--- src/rtl/narnet_closed_loop_seq.sv ---
// Seed / closed-loop prediction sequencer wrapped around a NARNet core.
// Optional feedback saturation is compiled in with `define NARSEQ_FB_CLAMP_EN.
module narnet_closed_loop_seq #(
    parameter int SEED_LEN  = 16,
    parameter int HORIZON   = 8,
    parameter int TIMEOUT   = 255,
    parameter int CLAMP_MAX = 96,
    parameter int CLAMP_MIN = -96
) (
    input  logic       clk,
    input  logic       rst,
    input  logic       start,
    output logic       busy,
    output logic       done,
    output logic       timeout_err,
    input  logic       s_valid,
    output logic       s_ready,
    input  logic [7:0] s_data,
    output logic       m_valid,
    input  logic       m_ready,
    output logic [7:0] m_data,
    output logic       m_last,
    output logic       nn_enable,
    output logic [7:0] nn_x,
    output logic       nn_x_ready,
    input  logic [7:0] nn_y,
    input  logic       nn_out_ready
);

    typedef enum logic [2:0] {
        IDLE,
        SEED_ACC,
        SEED_ISS,
        SEED_WAIT,
        PRED_OUT,
        PRED_ISS,
        PRED_WAIT,
        ERR
    } state_t;

    localparam logic [7:0]  SEED_LAST = 8'(SEED_LEN - 1);
    localparam logic [7:0]  PRED_LAST = 8'(HORIZON - 1);
    localparam logic [15:0] TMO_LAST  = 16'(TIMEOUT - 1);

`ifdef NARSEQ_FB_CLAMP_EN
    localparam logic signed [7:0] FB_MAX = 8'(CLAMP_MAX);
    localparam logic signed [7:0] FB_MIN = 8'(CLAMP_MIN);

    function automatic logic [7:0] fb(input logic [7:0] x);
        if ($signed(x) > FB_MAX) begin
            return FB_MAX;
        end else if ($signed(x) < FB_MIN) begin
            return FB_MIN;
        end
        return x;
    endfunction
`else
    function automatic logic [7:0] fb(input logic [7:0] x);
        return x;
    endfunction
`endif

    state_t      state_q, state_d;
    logic [7:0]  seed_cnt_q, seed_cnt_d;
    logic [7:0]  pred_cnt_q, pred_cnt_d;
    logic [15:0] tmo_cnt_q, tmo_cnt_d;
    logic [7:0]  nn_x_q, nn_x_d;
    logic [7:0]  out_reg_q, out_reg_d;
    logic        timeout_err_q, timeout_err_d;
    logic        done_q, done_d;
    logic        nn_out_ready_q;
    logic        ev;
    logic        last_pred;

    // Only a rising edge of out_ready marks a finished core step.
    assign ev        = nn_out_ready & ~nn_out_ready_q;
    assign last_pred = (pred_cnt_q == PRED_LAST);

    // NOTE: every state element updates with non-blocking assignments so all
    // flops sample the same pre-edge values regardless of statement order.
    always_ff @(posedge clk) begin
        if (!rst) begin
            state_q        <= IDLE;
            seed_cnt_q     <= '0;
            pred_cnt_q     <= '0;
            tmo_cnt_q      <= '0;
            nn_x_q         <= '0;
            out_reg_q      <= '0;
            timeout_err_q  <= 1'b0;
            done_q         <= 1'b0;
            nn_out_ready_q <= 1'b0;
        end else begin
            state_q        <= state_d;
            seed_cnt_q     <= seed_cnt_d;
            pred_cnt_q     <= pred_cnt_d;
            tmo_cnt_q      <= tmo_cnt_d;
            nn_x_q         <= nn_x_d;
            out_reg_q      <= out_reg_d;
            timeout_err_q  <= timeout_err_d;
            done_q         <= done_d;
            nn_out_ready_q <= nn_out_ready;
        end
    end

    // NOTE: every signal gets a default before the case so no path can leave
    // one unassigned and infer a latch.
    always_comb begin
        state_d       = state_q;
        seed_cnt_d    = seed_cnt_q;
        pred_cnt_d    = pred_cnt_q;
        tmo_cnt_d     = tmo_cnt_q;
        nn_x_d        = nn_x_q;
        out_reg_d     = out_reg_q;
        timeout_err_d = timeout_err_q;
        done_d        = 1'b0;

        case (state_q)
            IDLE: begin
                if (start) begin
                    state_d       = SEED_ACC;
                    seed_cnt_d    = '0;
                    pred_cnt_d    = '0;
                    timeout_err_d = 1'b0;
                end
            end
            SEED_ACC: begin
                if (s_valid) begin
                    nn_x_d  = s_data;
                    state_d = SEED_ISS;
                end
            end
            SEED_ISS: begin
                tmo_cnt_d = '0;
                state_d   = SEED_WAIT;
            end
            SEED_WAIT: begin
                if (ev) begin
                    seed_cnt_d = seed_cnt_q + 8'd1;
                    if (seed_cnt_q == SEED_LAST) begin
                        out_reg_d = nn_y;
                        state_d   = PRED_OUT;
                    end else begin
                        state_d = SEED_ACC;
                    end
                end else if (tmo_cnt_q == TMO_LAST) begin
                    timeout_err_d = 1'b1;
                    state_d       = ERR;
                end else begin
                    tmo_cnt_d = tmo_cnt_q + 16'd1;
                end
            end
            PRED_OUT: begin
                if (m_ready) begin
                    pred_cnt_d = pred_cnt_q + 8'd1;
                    if (last_pred) begin
                        done_d  = 1'b1;
                        state_d = IDLE;
                    end else begin
                        nn_x_d  = fb(out_reg_q);
                        state_d = PRED_ISS;
                    end
                end
            end
            PRED_ISS: begin
                tmo_cnt_d = '0;
                state_d   = PRED_WAIT;
            end
            PRED_WAIT: begin
                if (ev) begin
                    out_reg_d = nn_y;
                    state_d   = PRED_OUT;
                end else if (tmo_cnt_q == TMO_LAST) begin
                    timeout_err_d = 1'b1;
                    state_d       = ERR;
                end else begin
                    tmo_cnt_d = tmo_cnt_q + 16'd1;
                end
            end
            ERR: begin
                state_d = IDLE;
            end
            default: begin
                state_d = IDLE;
            end
        endcase
    end

    assign busy        = (state_q != IDLE) && (state_q != ERR);
    assign done        = done_q;
    assign timeout_err = timeout_err_q;
    assign s_ready     = (state_q == SEED_ACC);
    assign m_valid     = (state_q == PRED_OUT);
    assign m_data      = out_reg_q;
    assign m_last      = (state_q == PRED_OUT) && last_pred;
    assign nn_enable   = 1'b1;
    assign nn_x        = nn_x_q;
    assign nn_x_ready  = (state_q == SEED_ISS) || (state_q == PRED_ISS);

endmodule

--- config.mk ---
export PLATFORM = sky130hd
export DESIGN_NAME = narnet_closed_loop_seq
export DESIGN_NICKNAME = d
export VERILOG_FILES = /design/src/rtl/narnet_closed_loop_seq.sv
export SDC_FILE = /design/constraint.sdc
export NUM_CORES = 1
export LEC_CHECK = 0
export BUFFER_PORTS_ARGS = -buffer_cell sky130_fd_sc_hd__buf_4
export CAP_MARGIN = 20
export CORE_ASPECT_RATIO = 0.8
export CORE_UTILIZATION = 25
export CTS_BUF_LIST = sky130_fd_sc_hd__clkbuf_4
export DETAILED_ROUTE_END_ITERATION = 6
export GPL_ROUTABILITY_DRIVEN = 0
export SYNTH_ARGS = -nofsm -noshare
export SYNTH_HDL_FRONTEND = slang
export SYNTH_SLANG_ARGS = --single-unit
--- constraint.sdc ---
create_clock -name clk -period 5.2 [get_ports clk]
set_input_delay 0.26 -clock clk [delete_from_list [all_inputs] [get_ports clk]]
set_output_delay 0.26 -clock clk [all_outputs]
set_load 0.02 [all_outputs]
==> implementation parameters <==
Parameter                              Value

Critical path
  Data required, critical path    between 5000 and 6000 ps
  WP buf/inv    1
  Reg2Reg Capture Point    nn_x[4]
  Top delay family on crit path    compound AO/OA/AOI/OAI gates
  Critical path type    reg2reg
  Minimum setup slack among reg-to-reg paths    about 2500 ps
  Worst setup EP type    flip-flop
  R2r startpoint    state_q[1]
  Slowest stage delay, CP    810 ps
  Ordered cell list for the critical path    nor2_1 -> nand2_1 -> inv_1 -> a211oi_2 -> nor2_1 -> a311oi_1
  Slowest cell on the critical path    a211oi_2
  Worst Reg-to-Reg Cells    6
  Worst Path Max Fanout    18
  Crit path top cell by count    nor2_1
  Critical path arrival    between 2000 and 3000 ps
  Sort of element at the start of the critical path    flip-flop

CTS
  CTS hold repair buffers    0
  Maximum count of clock buffers along a single path    2
  CTS resizes    0
  Total number of H-tree levels    2
  Clock tree from TritonCTS    done
  Post-CTS setup buffer count    0
  Cell chosen for the clock root    clkbuf_4
  Number of sinks driven by the clock tree    between 50 and 60
  Clk Latency, worst-skew pair    ~380 ps
  CTS clk-pin slew, worst paths    about 170 ps
  Cts bufs inserted    5

Global routing
  Global-route wire length before repair    ~11 mm
  Via count of the first global-routing pass    approximately 2200
  Overall track demand over capacity in global routing    11.49%
  Largest net degree at the start of global routing    24
  Global route total overflow    0
  Number of antenna violations at the first check in global routing    0

Finish
  Number of nets in the layout    between 300 and 400
  Final instance area    roughly 3200 um^2
  Fraction of final layout cells sized beyond drive strength 1    between 10% and 20%
  Antenna fix cells    0
  Area occupied by multi-input gates    1491 um^2
  Area overhead of the layout relative to synthesis    17.59%
  Area taken by flip-flops and latches    1081 um^2
  Number of fillers in the final layout    between 1000 and 1500

Placed design
  Number of port buffers    44
  Post-DP HPWL    between 4 and 5 mm
  Worst setup slack before clock tree synthesis    between 2000 and 3000 ps
  Post-Place Cell Area    3097 um^2

Synthesis
  Mux share of post-synthesis cell area    1.157%
  Part of the Yosys area used for sequential elements    around two fifths
  Dominant combinational cell family by area after synthesis    simple AND/OR/NAND/NOR gates
  Total nets after synthesis    359
  Mapped cell area    between 2000 and 3000 um^2
  Number of register bits inferred by synthesis    54
  Number of unique standard cell types used by synthesis    51
  Number of synthesized flops with an enable pin    0
  Proportion of synthesized flip-flops having asynchronous set or reset    0%
  Number of warning messages in the yosys log    0
  Post-synthesis compound-gate area fraction    between 15 and 20%
  Adder and majority gate portion of the synthesized area    between 1.5 and 2%
  Cells after Synth    333
  Synth Flop Type    dfxtp_1
  Syn Area/Cell    around 8 um^2
  Post-synthesis share of cell area spent on and, or, nand and nor gates    ~30%
  Post-synthesis share of cell area spent on xor and xnor gates    4.213%

Timing
  Worst clock skew on the final layout    17.69 ps
  Final Max Tran Viols    0
  Final period util    roughly half
  Unrepaired setup endpoints after global routing    false
  Worst max-slew margin expressed relative to the limit    between 30% and 40%
  Slew at the pin closest to its max-slew limit    approximately 900 ps
  FMAX    371.8 MHz
  Setup violation total in the final timing report    0
  Number of endpoints with negative hold slack in the final report    0
  Setup WS post-layout    approximately 2500 ps
  Post-Route Hold Slack    just over 80 ps
  Final critical-path required period    ~2700 ps
  Total Negative Setup Slacks    0 ps

Power and ir drop
  Leakage component of the power    0.001125 uW
  VDD IR max    0.1196 mV
  Areal power density over the cells    about 240 nW/um^2

Routing
  Initial DRT Pass Iterations    5
  Antenna viol nets, final    0
  Routed wire per std cell    12.50 um
  Met3 wire length    267 um
  Highest routing layer actually used    met4
  Violation count after the first detailed-route iteration    between 100 and 150
  Post-Route M1 WL    around 3.3 mm
  Post-detailed-route DRC marker count    0
  Total met2 wirelength after detailed routing    2.726 mm
  Total number of vias    around 2500
  Post-detailed-route via-to-cell ratio    about 5
  Overall routed net length    6.298 mm

Floorplan
  Initial Utilization    about a quarter
  Std-Cell Rows    33
  Die area    11230 um^2
  Std-Cell Core Area    10360 um^2
  Die Y    approximately 95 um
  I/O pins    between 40 and 50
  Die Wd    roughly 120 um

Worst hold path
  Worst Hold Path EP    m_data[0]
  Hold path depth    3
  Worst Hold Launch    nn_y[0]
  Kind of path behind the tightest hold check    in2reg

Run status
  Outcome    finished clean

Run
  Max-cap violations    0
==> synthesized netlist by cell type, drive strengths merged, types with 5 or more instances <==
| library cell | instances | area (um^2) |
|---|---|---|
| clkbuf | 11 | 41.29 |
| nor3 | 6 | 30.03 |
| xnor2 | 7 | 61.31 |
| or4 | 13 | 97.59 |
| xor2 | 6 | 52.55 |
| nor4 | 5 | 31.28 |
| nand3 | 23 | 115.1 |
| nand4 | 6 | 37.54 |
| dfxtp | 54 | 1081 |
| o31ai | 11 | 82.58 |
| a21oi | 20 | 100.1 |
| nor2 | 34 | 127.6 |
| a311oi | 8 | 70.07 |
| o21ai | 18 | 90.09 |
| buf | 10 | 70.06 |
| nand2 | 43 | 161.4 |
==> metal layers <==
layer	GRT usage, %	up-vias
li1	-	1265
met1	15.90	1153
met2	18.19	37
met3	2.899	4
met4	1.923	0
met5	0	-
==> area by class of cell <==
| type | instances | share of cell area (%) |
|---|---|---|
| Tap cell | 140 | 5.512 |
| Sequential cell | 54 | 34.02 |
| Clock inverter | 3 | 1.378 |
| Inverter | 5 | 0.5906 |
| Timing Repair Buffer | 44 | 10.39 |
| Clock buffer | 5 | 1.181 |
| Multi-Input combinational cell | 253 | 46.93 |
==> layout by cell type, fill, tap and decap left out, types with 4 or more instances in the layout <==
master / Yosys / final
and3_1: 4 / 4
clkbuf_4: 0 / 5
dfxtp_1: 54 / 54
nand3_1: 23 / 23
inv_1: 4 / 4
or4_1: 13 / 13
a311oi_1: 8 / 8
xor2_1: 6 / 6
ha_1: 4 / 4
nor3_1: 6 / 6
nand2b_1: 4 / 4
nand2_1: 43 / 43
nor4_1: 5 / 5
a21oi_1: 20 / 20
o21ai_0: 18 / 18
nor2_1: 34 / 34
buf_4: 3 / 44
xnor2_1: 7 / 7
nand4_1: 6 / 6
o31ai_1: 11 / 11
==> logic make-up (layout without fill, tap and decap cells) <==
family          after synthesis  count (layout)
mux                           3               3
other cells                   1               1
flops                        54              54
xor+xnor                     13              13
compound gates               73              73
buf+inv                      26              57
simple gates                159             159
fa+ha+maj                     4               4
==> where the power goes <==
part	internal (uW)	switching (uW)
combinational	35.5	53.9
clock	102	141
sequential	421	8.85
total	559	204
==> flip-flops by register name (all words and copies together), names as in the netlist, 3 cells and up <==
signal	count
m_data	8
nn_x	8
pred_cnt_q	8
seed_cnt_q	8
state_q	3
tmo_cnt_q	16
==> tightest hold or removal path, stage by stage <==
cell,delay (ps)
buf_4,80
nand3_1,50
o21ai_0,60
==> through the flow <==
stage	total power (uW)	instances	utilization [%]
5_1_grt	799.2	504	30.67
4_1_cts	770.2	504	30.67
2_1_floorplan	496.9	333	-
3_3_place_gp	527.6	496	29.88
6_report	762.8	504	30.67
3_5_place_dp	529.2	496	29.88
==> worst max path at each step <==
stage / start / to / slack [ps] / cells past startpoint
global placement: state_q[1] / nn_x[0] / 2660 / 6
detailed placement: state_q[1] / nn_x[4] / 2540 / 6
floorplan: seed_cnt_q[6] / m_data[4] / 3440 / 7
CTS: state_q[1] / nn_x[4] / 2500 / 6
finish: state_q[1] / nn_x[4] / 2510 / 6
global route: state_q[1] / nn_x[1] / 2150 / 6
(Power assumes the default switching activity.)
